File: src/rtl/instr_loader_if.sv
// Byte-stream input and instruction-memory write port of the boot loader.
// The loader connects as slave; the byte source and memory side connect as master.
interface instr_loader_if;
    logic        byte_valid;
    logic [7:0]  byte_data;
    logic        byte_ready;
    logic        mem_write_en;
    logic [31:0] mem_write_addr;
    logic [31:0] mem_write_data;

    modport master (
        output byte_valid,
        output byte_data,
        input  byte_ready,
        input  mem_write_en,
        input  mem_write_addr,
        input  mem_write_data
    );

    modport slave (
        input  byte_valid,
        input  byte_data,
        output byte_ready,
        output mem_write_en,
        output mem_write_addr,
        output mem_write_data
    );
endinterface

File: src/rtl/instr_loader.sv
// Boot-time loader: length-prefixed byte stream in, big-endian 32-bit words written
// to instruction memory at consecutive word addresses, core held in reset until complete.
//
// state    | meaning
// ---------+------------------------------------------------------------
// S_IDLE   | after reset, waiting for load_start
// S_HDR_HI | receiving the high byte of word count N
// S_HDR_LO | receiving the low byte of N, then deciding on N
// S_DATA   | receiving instruction bytes, one write per 4 bytes
// S_FLUSH  | strobe of the final word is on the memory port
// S_DONE   | program loaded, core released
// S_ERROR  | header rejected (N > MAX_WORDS), core stays held
module instr_loader #(
    parameter logic [31:0] BASE_ADDR = 32'h0000_0000,
    parameter int          MAX_WORDS = 256
) (
    input  logic               clock,
    input  logic               reset,
    input  logic               load_start,
    instr_loader_if.slave      bus,
    output logic               cpu_hold,
    output logic               done,
    output logic               error
);

    typedef enum logic [2:0] {
        S_IDLE,
        S_HDR_HI,
        S_HDR_LO,
        S_DATA,
        S_FLUSH,
        S_DONE,
        S_ERROR
    } state_t;

    localparam logic [16:0] MAX_W = 17'(MAX_WORDS);

    state_t      state_q, state_d;
    logic [7:0]  hdr_hi_q;
    logic [15:0] n_q;
    logic [15:0] k_q;
    logic [1:0]  b_q;
    logic [23:0] asm_q;

    logic        accept;
    logic [15:0] hdr_n;
    logic [31:0] word_d;
    logic        last_word;

    assign bus.byte_ready = (state_q == S_HDR_HI) || (state_q == S_HDR_LO) || (state_q == S_DATA);
    assign accept         = bus.byte_valid && bus.byte_ready;
    assign hdr_n          = {hdr_hi_q, bus.byte_data};
    assign word_d         = {asm_q, bus.byte_data};
    // 17-bit compare so k+1 cannot wrap when N = 65535
    assign last_word      = (b_q == 2'd3) && (({1'b0, k_q} + 17'd1) == {1'b0, n_q});

    assign cpu_hold = (state_q != S_DONE);
    assign done     = (state_q == S_DONE);
    assign error    = (state_q == S_ERROR);

    always_ff @(posedge clock or negedge reset) begin
        if (!reset) state_q <= S_IDLE;
        else        state_q <= state_d;
    end

    always_comb begin
        state_d = state_q;
        case (state_q)
            S_IDLE:   if (load_start) state_d = S_HDR_HI;
            S_HDR_HI: if (accept) state_d = S_HDR_LO;
            S_HDR_LO: begin
                if (accept) begin
                    if (hdr_n == 16'd0)                 state_d = S_DONE;
                    else if ({1'b0, hdr_n} > MAX_W)     state_d = S_ERROR;
                    else                                state_d = S_DATA;
                end
            end
            S_DATA:   if (accept && last_word) state_d = S_FLUSH;
            S_FLUSH:  state_d = S_DONE;
            S_DONE,
            S_ERROR:  if (load_start) state_d = S_HDR_HI;
            default:  state_d = S_IDLE;
        endcase
    end

    always_ff @(posedge clock or negedge reset) begin
        if (!reset) begin
            hdr_hi_q           <= 8'd0;
            n_q                <= 16'd0;
            k_q                <= 16'd0;
            b_q                <= 2'd0;
            asm_q              <= 24'd0;
            bus.mem_write_en   <= 1'b0;
            bus.mem_write_addr <= 32'd0;
            bus.mem_write_data <= 32'd0;
        end else begin
            bus.mem_write_en <= 1'b0;
            if (accept) begin
                case (state_q)
                    S_HDR_HI: hdr_hi_q <= bus.byte_data;
                    S_HDR_LO: begin
                        n_q <= hdr_n;
                        k_q <= 16'd0;
                        b_q <= 2'd0;
                    end
                    S_DATA: begin
                        asm_q <= word_d[23:0];
                        b_q   <= b_q + 2'd1;
                        if (b_q == 2'd3) begin
                            bus.mem_write_en   <= 1'b1;
                            bus.mem_write_addr <= BASE_ADDR + {14'd0, k_q, 2'b00};
                            bus.mem_write_data <= word_d;
                            k_q                <= k_q + 16'd1;
                        end
                    end
                    default: ;
                endcase
            end
        end
    end

endmodule

File: src/flat_wrapper.sv
// flat-port wrapper written by rule: the top's interface ports become plain ports
module instr_loader_flat 
#(
    parameter logic [31:0] BASE_ADDR = 32'h0000_0000,
    parameter int          MAX_WORDS = 256
)
  (clock, reset, load_start, cpu_hold, done, error, bus_byte_valid, bus_byte_data, bus_byte_ready, bus_mem_write_en, bus_mem_write_addr, bus_mem_write_data);
  instr_loader_if bus_i ();
  input  logic clock;
  input  logic reset;
  input  logic load_start;
  output logic cpu_hold;
  output logic done;
  output logic error;
  input wire logic [$bits(bus_i.byte_valid)-1:0] bus_byte_valid;
  input wire logic [$bits(bus_i.byte_data)-1:0] bus_byte_data;
  output wire logic [$bits(bus_i.byte_ready)-1:0] bus_byte_ready;
  output wire logic [$bits(bus_i.mem_write_en)-1:0] bus_mem_write_en;
  output wire logic [$bits(bus_i.mem_write_addr)-1:0] bus_mem_write_addr;
  output wire logic [$bits(bus_i.mem_write_data)-1:0] bus_mem_write_data;
  assign bus_i.byte_valid = bus_byte_valid;
  assign bus_i.byte_data = bus_byte_data;
  assign bus_byte_ready = bus_i.byte_ready;
  assign bus_mem_write_en = bus_i.mem_write_en;
  assign bus_mem_write_addr = bus_i.mem_write_addr;
  assign bus_mem_write_data = bus_i.mem_write_data;
  instr_loader #(.BASE_ADDR(BASE_ADDR), .MAX_WORDS(MAX_WORDS)) u_core (.clock(clock), .reset(reset), .load_start(load_start), .bus(bus_i), .cpu_hold(cpu_hold), .done(done), .error(error));
endmodule
File: config.mk
export PLATFORM = sky130hd
export DESIGN_NAME = instr_loader_flat
export DESIGN_NICKNAME = d
export VERILOG_FILES = /design/src/rtl/instr_loader_if.sv /design/src/rtl/instr_loader.sv /design/src/flat_wrapper.sv
export SDC_FILE = /design/constraint.sdc
export NUM_CORES = 1
export LEC_CHECK = 0
export BUFFER_PORTS_ARGS = -buffer_cell sky130_fd_sc_hd__buf_2
export CAP_MARGIN = 25
export CORE_MARGIN = 3
export CORE_UTILIZATION = 57
export CTS_CLUSTER_SIZE = 24
export DETAILED_ROUTE_END_ITERATION = 10
export HOLD_SLACK_MARGIN = 0.08
export PLACE_DENSITY_LB_ADDON = 0.15
export SLEW_MARGIN = 20
export SYNTH_ARGS = -nofsm -noshare
export SYNTH_HDL_FRONTEND = slang
export SYNTH_SLANG_ARGS = --single-unit
export TNS_END_PERCENT = 30
File: constraint.sdc
create_clock -name clock -period 2.4 [get_ports clock]
set_input_delay 0.24 -clock clock [delete_from_list [all_inputs] [get_ports clock]]
set_output_delay 0.24 -clock clock [all_outputs]
set_load 0.01 [all_outputs]
==> results.yml <==
cells_and_area:
  diodes: 0
  area_growth_pct: 20.8
  final_common_cell: "nand2_1"
  fin_util: 0.730
  final_nets: 629
  drive_above_1_share: 0.275
  regArea_mm2: 0.00295
  fill_cells: 656
  mostFrequentLayoutCells: "nand2_1 (170), dfrtp_1 (118), buf_2 (63), mux2_2 (44), o21ai_0 (25)"
  multi_input_area_mm2: 0.00227
  fin_cells: 754
min_path:
  hp-class: "in2reg"
  min_from: "load_start"
  min_path_cells: 5
  worstHoldEndpoint: "u_core.state_q[0]"
clocking:
  cts_tree: "done"
  clkSinkCount: 118
  cts_max_path_buffers: 2
  htreeDepth: 4
  clkTransAtPathRegs_ns: 0.06
  insertion_delay_ns: 0.51
  cts_buffers: 17
  root_buffer: "clkbuf_8"
placement:
  place_ws_ns: 0.158
  dp_cells: 713
  hpwl_um: 8740
  port_buffers: 64
  gp_congestion: 0.906
setup_path:
  critical_path_peak_fanout: 7
  r2r_cells: 7
  reg2reg_to: "u_core.state_q[2]"
  r2r_slack_ns: 0.17
  rr_startpoint: "u_core.k_q[1]"
  critPathCaptureType: "flop"
  arrival_ns: 2.68
  crit_path_start_kind: "flop"
  path_class: "reg2reg"
  critical_path_required_ns: 2.85
floorplan:
  core_mm2: 0.00898
  start_util: 0.604
  die-height_um: 104
  rows: 34
  die_w_um: 104
  ios: 81
  die_area_mm2: 0.0107
sta:
  hold_viol: 0
  skew_ns: 0.00925
  clock.fmax_mhz: 448
  setup_viol_count_final: 0
  maxSlewViolCount: 0
  tightest_slew_ns: 0.556
  fin_crit_ns: 2.23
  timing.final.ws_setup_ns: 0.167
  relSlewSlack: 0.626
  period_share: 0.931
  rsz0062_at_grt: "false"
  tns_ns: 0
synthesis:
  ys_seq_area_frac: 0.545
  ys_types: 54
  syn_inst: 535
  async_reset_ff_frac: 1.00
  syn_avg_cell_area_um2: 10.1
  syn-cell-area_mm2: 0.00542
  synth_seq_cells: 118
  yosys_warnings: 0
  synth_enable_flop_cells: 0
  synthFlopType: "dfrtp_1"
route:
  routedWlPerCell_um: 17.2
  avgViaCountPerCell: 5.42
  vias: 4087
  wl_um: 13000
  drt-initial-drc-count: 282
  dr.pass1.iters: 4
  route.detailed.drc: 0
  final_antenna_net_count: 0
global_route:
  antenna_found_initial: 0
  grt_use_total: 0.254
  grt_max_degree: 61
  grt_pass1_vias: 4060
  grt_pass1_wl_um: 21400
  grt-ovfl-total: 0
status:
  outcome: "complete, no violations"
power:
  p_leak_nw: 3.31
  fin_total_pwr_mw: 6.30
  ir_worst_vdd_v: 0.000697
  power_density_mw_per_mm2: 962
job:
  drv_cap: 0
final cells by class:
type | instances | share of cell area
repair buffers | 92 | 0.0887
clock buffers | 17 | 0.0632
clock inverters | 15 | 0.0220
inverters | 7 | 0.00401
flip-flops and latches | 118 | 0.451
well taps | 126 | 0.0241
multi-input cells | 379 | 0.347
logic make-up after synthesis:
logic type / Yosys count / share of synthesized area
mux: 50 / 0.103
simple gates: 230 / 0.192
compound gates: 56 / 0.0633
fa+ha+maj: 2 / 0.00462
xor+xnor: 25 / 0.0404
flops: 118 / 0.545
buf+inv: 53 / 0.0508
other cells: 1 / 0.000692
flip-flops by register name, indices dropped and copies added (netlist names):
register	flops
u_core.bus.mem_write_data	32
u_core.asm_q	24
u_core.bus.mem_write_addr	16
u_core.k_q	16
u_core.n_q	16
u_core.hdr_hi_q	8
u_core.state_q	3
u_core.b_q	2
u_core.bus.mem_write_en	1
report_power, final:
group          total (mW)  switching [mW]  internal [mW]
registers            2.64           0.240           2.39
clock network        2.37           0.977           1.40
logic                1.29           0.760          0.533
worst max-delay path: stages (launching register included):
cell,delay [ns]
dfrtp_1,0.45
ha_1,0.33
xor2_1,0.17
nor4_1,0.27
and4_1,0.23
o2111ai_1,0.19
nor4_4,0.39
o21a_1,0.16
worst max path at each step:
| stage | start | endpoint | slack, ns | depth (start not counted) |
|---|---|---|---|---|
| finish | u_core.k_q[1] | u_core.state_q[2] | 0.17 | 7 |
| global route | u_core.k_q[1] | u_core.state_q[1] | 0.02 | 7 |
| CTS | u_core.k_q[1] | u_core.state_q[1] | 0.16 | 7 |
| detailed placement | u_core.k_q[1] | u_core.state_q[1] | 0.16 | 7 |
| global placement | u_core.k_q[1] | u_core.state_q[1] | 0.21 | 7 |
| floorplan | u_core.state_q[2] | u_core.n_q[11] | 0.40 | 5 |
synth_stat cells (3+ instances only):
| cell | n | share of area |
|---|---|---|
| a21oi_1 | 7 | 0.0065 |
| and3_1 | 3 | 0.0035 |
| buf_2 | 10 | 0.0092 |
| buf_4 | 17 | 0.024 |
| clkbuf_1 | 17 | 0.012 |
| dfrtp_1 | 118 | 0.54 |
| inv_1 | 5 | 0.0035 |
| mux2_1 | 4 | 0.0083 |
| mux2_2 | 44 | 0.091 |
| nand2_1 | 170 | 0.12 |
| nand3_1 | 9 | 0.0083 |
| nand4_1 | 3 | 0.0035 |
| nor2_1 | 12 | 0.0083 |
| nor2b_1 | 3 | 0.0035 |
| nor3_1 | 6 | 0.0055 |
| nor4_1 | 4 | 0.0046 |
| o21ai_0 | 25 | 0.023 |
| o21ai_1 | 3 | 0.0028 |
| o21bai_1 | 3 | 0.0042 |
| o31ai_1 | 4 | 0.0055 |
| xnor2_1 | 15 | 0.024 |
| xor2_1 | 10 | 0.016 |
metrics by stage:
| step | hold WS, ns | cell area [um2] |
|---|---|---|
| global placement | 0.187 | 5880 |
| floorplan | -0.0556 | 5480 |
| finish | 0.136 | 6550 |
| global route | 0.201 | 6550 |
| CTS | 0.118 | 6530 |
| detailed placement | 0.205 | 5880 |
layer usage:
metal	wire (um)	global-route usage	vias to the layer above
li1	-	-	1920
met1	5900	0.354	2016
met2	6170	0.400	134
met3	739	0.0529	17
met4	173	0.0902	0
met5	0	0	-
repair_timing:
action / in CTS / in global routing
hold buffers: 9 / 0
resized for setup: 0 / 4
setup buffers: 0 / 0
endpoints found under the hold margin: 53 / 0
endpoints found under the setup margin: 0 / 3
(Power assumes the default switching activity.)
